File: src/rtl/alu_arb_pkg.sv
// rtl/alu_arb_pkg.sv - shared types and constants for the ALU adder arbiter
package alu_arb_pkg;

    typedef enum logic [1:0] {GNT_NONE, GNT_FETCH, GNT_EXEC} grant_e;

    localparam logic ALU_FUNC_INC4 = 1'b0;
    localparam logic ALU_FUNC_ADD  = 1'b1;
    localparam int   CNT_W         = 4;

endpackage

File: src/rtl/alu_rsp_slot.sv
// rtl/alu_rsp_slot.sv - one-entry valid/ready response buffer
module alu_rsp_slot #(
    parameter int DATA_W = 32
) (
    input  logic              clk,
    input  logic              rst_n,
    input  logic              load,
    input  logic [DATA_W-1:0] load_data,
    input  logic              rsp_ready,
    output logic              rsp_valid,
    output logic [DATA_W-1:0] rsp_data,
    output logic              free
);

    // A full slot that drains this cycle can accept a new result on the same edge.
    assign free = !rsp_valid || rsp_ready;

    always_ff @(posedge clk or negedge rst_n) begin
        if (!rst_n) begin
            rsp_valid <= 1'b0;
            rsp_data  <= '0;
        end else if (load) begin
            rsp_valid <= 1'b1;
            rsp_data  <= load_data;
        end else if (rsp_ready) begin
            rsp_valid <= 1'b0;
        end
    end

endmodule

File: src/rtl/alu_arbiter.sv
// rtl/alu_arbiter.sv - fetch/execute arbiter for the shared ALU adder; ALU_ARB_STATS_EN adds conflict/force counters
module alu_arbiter
    import alu_arb_pkg::*;
#(
    parameter int STARVE_LIMIT = 4
) (
    input  logic        clk,
    input  logic        rst_n,
    input  logic        f_req_valid,
    output logic        f_req_ready,
    input  logic [31:0] f_pc,
    output logic        f_rsp_valid,
    input  logic        f_rsp_ready,
    output logic [31:0] f_rsp_data,
    input  logic        x_req_valid,
    output logic        x_req_ready,
    input  logic [31:0] x_opa,
    input  logic [31:0] x_opb,
    output logic        x_rsp_valid,
    input  logic        x_rsp_ready,
    output logic [31:0] x_rsp_data,
    output logic        x_rsp_carry,
    output logic [31:0] alu_opa,
    output logic [31:0] alu_opb,
    output logic        alu_func,
    input  logic [31:0] alu_res,
    input  logic        alu_carry
`ifdef ALU_ARB_STATS_EN
    ,
    output logic [15:0] conflict_cnt,
    output logic [15:0] force_cnt
`endif
);

    localparam logic [CNT_W-1:0] LIMIT = CNT_W'(STARVE_LIMIT);

    logic             f_free;
    logic             x_free;
    logic             force_x;
    logic             f_gnt;
    logic             x_gnt;
    logic [CNT_W-1:0] cnt;
    logic [32:0]      x_slot_data;
    grant_e           grant;

    assign force_x = (cnt == LIMIT);

    assign f_req_ready = f_free && !(x_req_valid && x_free && force_x);
    assign x_req_ready = x_free && !(f_req_valid && f_free && !force_x);

    // The ready equations make the two handshakes mutually exclusive.
    assign f_gnt = f_req_valid && f_req_ready;
    assign x_gnt = x_req_valid && x_req_ready;

    always_comb begin
        grant = GNT_NONE;
        if (f_gnt) begin
            grant = GNT_FETCH;
        end else if (x_gnt) begin
            grant = GNT_EXEC;
        end
    end

    always_comb begin
        alu_opa  = '0;
        alu_opb  = '0;
        alu_func = ALU_FUNC_INC4;
        case (grant)
            GNT_FETCH: begin
                alu_opa  = f_pc;
                alu_opb  = '0;
                alu_func = ALU_FUNC_INC4;
            end
            GNT_EXEC: begin
                alu_opa  = x_opa;
                alu_opb  = x_opb;
                alu_func = ALU_FUNC_ADD;
            end
            default: begin
                alu_opa  = '0;
                alu_opb  = '0;
                alu_func = ALU_FUNC_INC4;
            end
        endcase
    end

    // Counts fetch wins that actually kept a ready execute waiting.
    always_ff @(posedge clk or negedge rst_n) begin
        if (!rst_n) begin
            cnt <= '0;
        end else if (f_gnt && x_req_valid && x_free) begin
            cnt <= force_x ? cnt : cnt + 1'b1;
        end else if (x_gnt || !x_req_valid) begin
            cnt <= '0;
        end
    end

    alu_rsp_slot #(.DATA_W(32)) u_f_slot (
        .clk       (clk),
        .rst_n     (rst_n),
        .load      (f_gnt),
        .load_data (alu_res),
        .rsp_ready (f_rsp_ready),
        .rsp_valid (f_rsp_valid),
        .rsp_data  (f_rsp_data),
        .free      (f_free)
    );

    alu_rsp_slot #(.DATA_W(33)) u_x_slot (
        .clk       (clk),
        .rst_n     (rst_n),
        .load      (x_gnt),
        .load_data ({alu_carry, alu_res}),
        .rsp_ready (x_rsp_ready),
        .rsp_valid (x_rsp_valid),
        .rsp_data  (x_slot_data),
        .free      (x_free)
    );

    assign x_rsp_data  = x_slot_data[31:0];
    assign x_rsp_carry = x_slot_data[32];

`ifdef ALU_ARB_STATS_EN
    always_ff @(posedge clk or negedge rst_n) begin
        if (!rst_n) begin
            conflict_cnt <= '0;
            force_cnt    <= '0;
        end else begin
            if (f_req_valid && x_req_valid && conflict_cnt != 16'hFFFF) begin
                conflict_cnt <= conflict_cnt + 16'd1;
            end
            // Forced means execute took the slot that fetch would otherwise have won.
            if (x_gnt && force_x && f_req_valid && f_free && force_cnt != 16'hFFFF) begin
                force_cnt <= force_cnt + 16'd1;
            end
        end
    end
`endif

endmodule

File: config.mk
export PLATFORM = sky130hd
export DESIGN_NAME = alu_arbiter
export DESIGN_NICKNAME = d
export VERILOG_FILES = /design/src/rtl/alu_arb_pkg.sv /design/src/rtl/alu_rsp_slot.sv /design/src/rtl/alu_arbiter.sv
export SDC_FILE = /design/constraint.sdc
export NUM_CORES = 1
export LEC_CHECK = 0
export CAP_MARGIN = 20
export CORE_AREA = 2 2 106 108
export CTS_CLUSTER_DIAMETER = 50
export DETAILED_ROUTE_END_ITERATION = 10
export DIE_AREA = 0 0 108 110
export PLACE_DENSITY = 0.87
export REMOVE_ABC_BUFFERS = 1
export SLEW_MARGIN = 15
export SYNTH_ARGS = -nofsm -noshare
export SYNTH_HDL_FRONTEND = slang
export SYNTH_SLANG_ARGS = --single-unit
File: constraint.sdc
create_clock -name clk -period 4.7 [get_ports clk]
set_clock_uncertainty 0.05 [all_clocks]
set_input_delay 0.94 -clock clk [delete_from_list [all_inputs] [get_ports clk]]
set_output_delay 0.94 -clock clk [all_outputs]
set_load 0.005 [all_outputs]
==> results.md, run 1 <==
- Most frequent cells in the layout: clkdlybuf4s50_1 (267), dfrtp_1 (71), mux2_2 (57)
- Setup TNS Final: 0 ns
- Die Span Y: 110 um
- EDFF count, synth: 0
- RSZ-0062 raised after global routing: false
- Placement Cell Area: 6150 um^2
- CP max stage cell: clkdlybuf4s50_1
- PortBufs: 268
- Final hold violation count: 0
- Status: finished clean
- Crit path max-delay family: buffers and inverters
- Worst-case clock buffer depth: 2
- Worst Setup Path Type: primary input to primary output
- Endpoints failing setup: 0
- Commonest non-fill, non-tap cell in the layout: clkdlybuf4s50_1
- Met1 GRT Util: 20.8%
- Area Overhead vs Synth: 92.0%
- Number of H-tree levels: 3
- Initial Utilization: 31.2%
- Mapped Cells: 253
- Worst skew pair latency: 0.35 ns
- Sw Pwr: 0.000472 W
- CTS buffer count: 9
- Final instance area: 6410 um^2
- ANT cells: 0
- Met3 usage: 7.29%
- Upper clock frequency limit: 245 MHz
- Global route hottest layer: met2
- Internal power: 0.00153 W
- Comb power frac: 31.4%
- First-pass GRT wire length: 17600 um
- Crit end category: primary output
- Via density: 4.78
- First drt pass iteration count: 4
- Maxcap violations: 0
- Peak supply drop: 0.231 mV
- Tcrit/Tclk final: 86.7%
- Syn Area/Cell: 13.2 um^2
- # resized after CTS: 0
- CP Max Fanout: 83
- Seq cells post-synth: 71
- Total wire length: 12400 um
- Register share of total power: 38.1%
- Crit path time final: 4.08 ns
- GRT Overall Usage: 19.9%
- Vias in the first global route: 3227
- Post-CTS Repair Setup Buffers: 0
- Slew HR: 40.4%
- Post-route ant nets: 0
- Share of cells above drive strength 1: 15.8%
- CTS root buf: clkbuf_8
- Pin count of the biggest net entering global routing: 84
- Boundary Pins: 269
- Buffers & Inverters on Critical Path: 3
- Ys flop type: dfrtp_1
- CTS Sinks: 71
- CP arrival: 3.09 ns
- Worst path max stage delay: 0.51 ns
- Worst Max-Slew Pin Slew: 0.894 ns
- Clk pwr share: 30.5%
- Hold Buf Count CTS: 0
- Gr ovfl total: 0
- Total number of vias: 3180
- CP required: 3.71 ns
- Synth cell types: 29
- Post-synthesis sequential area ratio: 53.2%
- Die Wd: 108 um
- Final Wtd Congestion: 0.818
- Initial antenna violation count: 0
- CP Cell Sequence: clkdlybuf4s50_1 -> nor2b_2 -> nor3_4 -> nor3_4 -> buf_12 -> a22o_1 -> clkdlybuf4s50_1
- Worst Setup Start Kind: primary input
- Wirelength per Cell: 18.7 um
- Detailed placement HPWL: 9930 um
- Ys Warns: 0
- Die area: 11900 um^2
- Leakage: 2.59 nW
- Drt drc: 0
- Core Area: 10700 um^2
- CTS tree: built
- Worst hold path type: register to register
- Row count: 38
- Mapped Area: 3340 um^2
- Pwr Density: 312 nW/um^2
- Number of DRC markers in iteration 0: 158
- CTS clk-pin slew, worst paths: 0.07 ns
- Final slew viol count: 0
- Async S/R FF share, synth: 100%
- Met2 Use GR: 34.6%
- Sw frac: 23.6%
- Nets@finish: 657
power by group through the flow:
| stage | logic, W | registers [W] | clock network [W] |
|---|---|---|---|
| 6_report | 0.000629 | 0.000762 | 0.000610 |
| 5_1_grt | 0.000670 | 0.000775 | 0.000649 |
| 4_1_cts | 0.000637 | 0.000763 | 0.000627 |
| 3_5_place_dp | 0.000633 | 0.000773 | 0 |
| 3_3_place_gp | 0.000622 | 0.000765 | 0 |
| 2_1_floorplan | 0.000170 | 0.000776 | 0 |
final timing paths:
check / to / cells after the start / startpoint / slack (ns)
worst max-delay path: alu_opa[21] / 7 / f_rsp_ready / 0.62
worst min-delay path: u_f_slot.rsp_data[26] / 1 / u_f_slot.rsp_data[26] / 0.44
worst max register to register: u_f_slot.rsp_data[0] / 7 / cnt[0] / 2.51
worst min register to register: u_f_slot.rsp_data[26] / 1 / u_f_slot.rsp_data[26] / 0.44
max in group asynchronous: u_x_slot.rsp_data[28] / 2 / rst_n / 3.00
min in group asynchronous: u_x_slot.rsp_data[21] / 1 / rst_n / 0.66
Yosys cell counts (2+ instances only):
master	number	area share, %
a22o_1	32	8.4
buf_2	6	0.90
and2_1	32	6.0
mux2_2	57	19
nor2_1	2	0.22
inv_1	4	0.45
dfrtp_1	71	53
nor3_4	3	1.5
buf_6	3	1.0
mux2_1	8	2.7
clkbuf_1	5	0.56
nand2b_1	2	0.37
ha_1	2	0.75
clkbuf_2	2	0.30
nand2_1	5	0.56
nand3_1	4	0.60
a21boi_0	3	0.67
layer usage:
metal  wire, um  up-vias
li1           -     1433
met1       4290     1534
met2       6340      174
met3       1190       39
met4        592        0
met5          0        -
layout make-up:
cell class,count,area [um^2]
inverter,4,15.0
timing repair buffer,273,2740
fill,900,4290
clock inverter,5,104
clock buffer,11,151
tap,140,175
multi-input combinational,161,1450
sequential,71,1780
flip-flops by register name (all words and copies together), names as in the netlist:
register,cells
cnt,4
u_f_slot.rsp_valid,1
u_f_slot.rsp_data,32
u_x_slot.rsp_valid,1
u_x_slot.rsp_data,33
per-stage QoR:
step	hold slack [ns]	util, %	total power (W)	setup slack (ns)	instances
final	0.438	59.9	0.00200	0.623	665
after global routing	0.461	59.9	0.00209	0.483	665
after CTS	0.440	59.9	0.00203	0.623	665
after detailed placement	0.424	57.5	0.00141	0.632	649
after global placement	0.417	57.5	0.00139	0.621	649
after floorplan	0.433	-	0.000945	0.300	236
worst register-to-register path: cells and delay by family, from the launching register on:
kind                     cells  cell delay [ns]
adder cells (fa/ha/maj)      1             0.20
buffers and inverters        2             0.43
AND/OR/NAND/NOR              3             0.62
multiplexers                 1             0.39
flip-flops                   1             0.40
cells by family (layout without fill, tap and decap cells):
| family | Yosys count | count (layout) | share of synthesized area [%] |
|---|---|---|---|
| compound gates | 38 | 38 | 9.67 |
| fa+ha+maj | 2 | 2 | 0.750 |
| buf+inv | 21 | 293 | 3.45 |
| flops | 71 | 71 | 53.2 |
| mux | 65 | 65 | 21.9 |
| simple gates | 56 | 56 | 11.0 |
Power figures use the tool's default switching activity.
==> run 2, diff against run 1 <==
--- a/config.mk
+++ b/config.mk
@@ -10,6 +10,7 @@
 export CTS_CLUSTER_DIAMETER = 50
 export DETAILED_ROUTE_END_ITERATION = 10
 export DIE_AREA = 0 0 108 110
+export GPL_ROUTABILITY_DRIVEN = 0
 export PLACE_DENSITY = 0.87
 export REMOVE_ABC_BUFFERS = 1
 export SLEW_MARGIN = 15
==> results of run 2 <==
Same layout as run 1: the final DEF is identical, and so are final timing and power.
==> run 3, diff against run 2 <==
--- a/config.mk
+++ b/config.mk
@@ -10,7 +10,7 @@
 export CTS_CLUSTER_DIAMETER = 50
 export DETAILED_ROUTE_END_ITERATION = 10
 export DIE_AREA = 0 0 108 110
-export GPL_ROUTABILITY_DRIVEN = 0
+export GPL_ROUTABILITY_DRIVEN = 1
 export PLACE_DENSITY = 0.87
 export REMOVE_ABC_BUFFERS = 1
 export SLEW_MARGIN = 15
==> results of run 3 <==
Same layout as run 1: the final DEF is identical, and so are final timing and power.
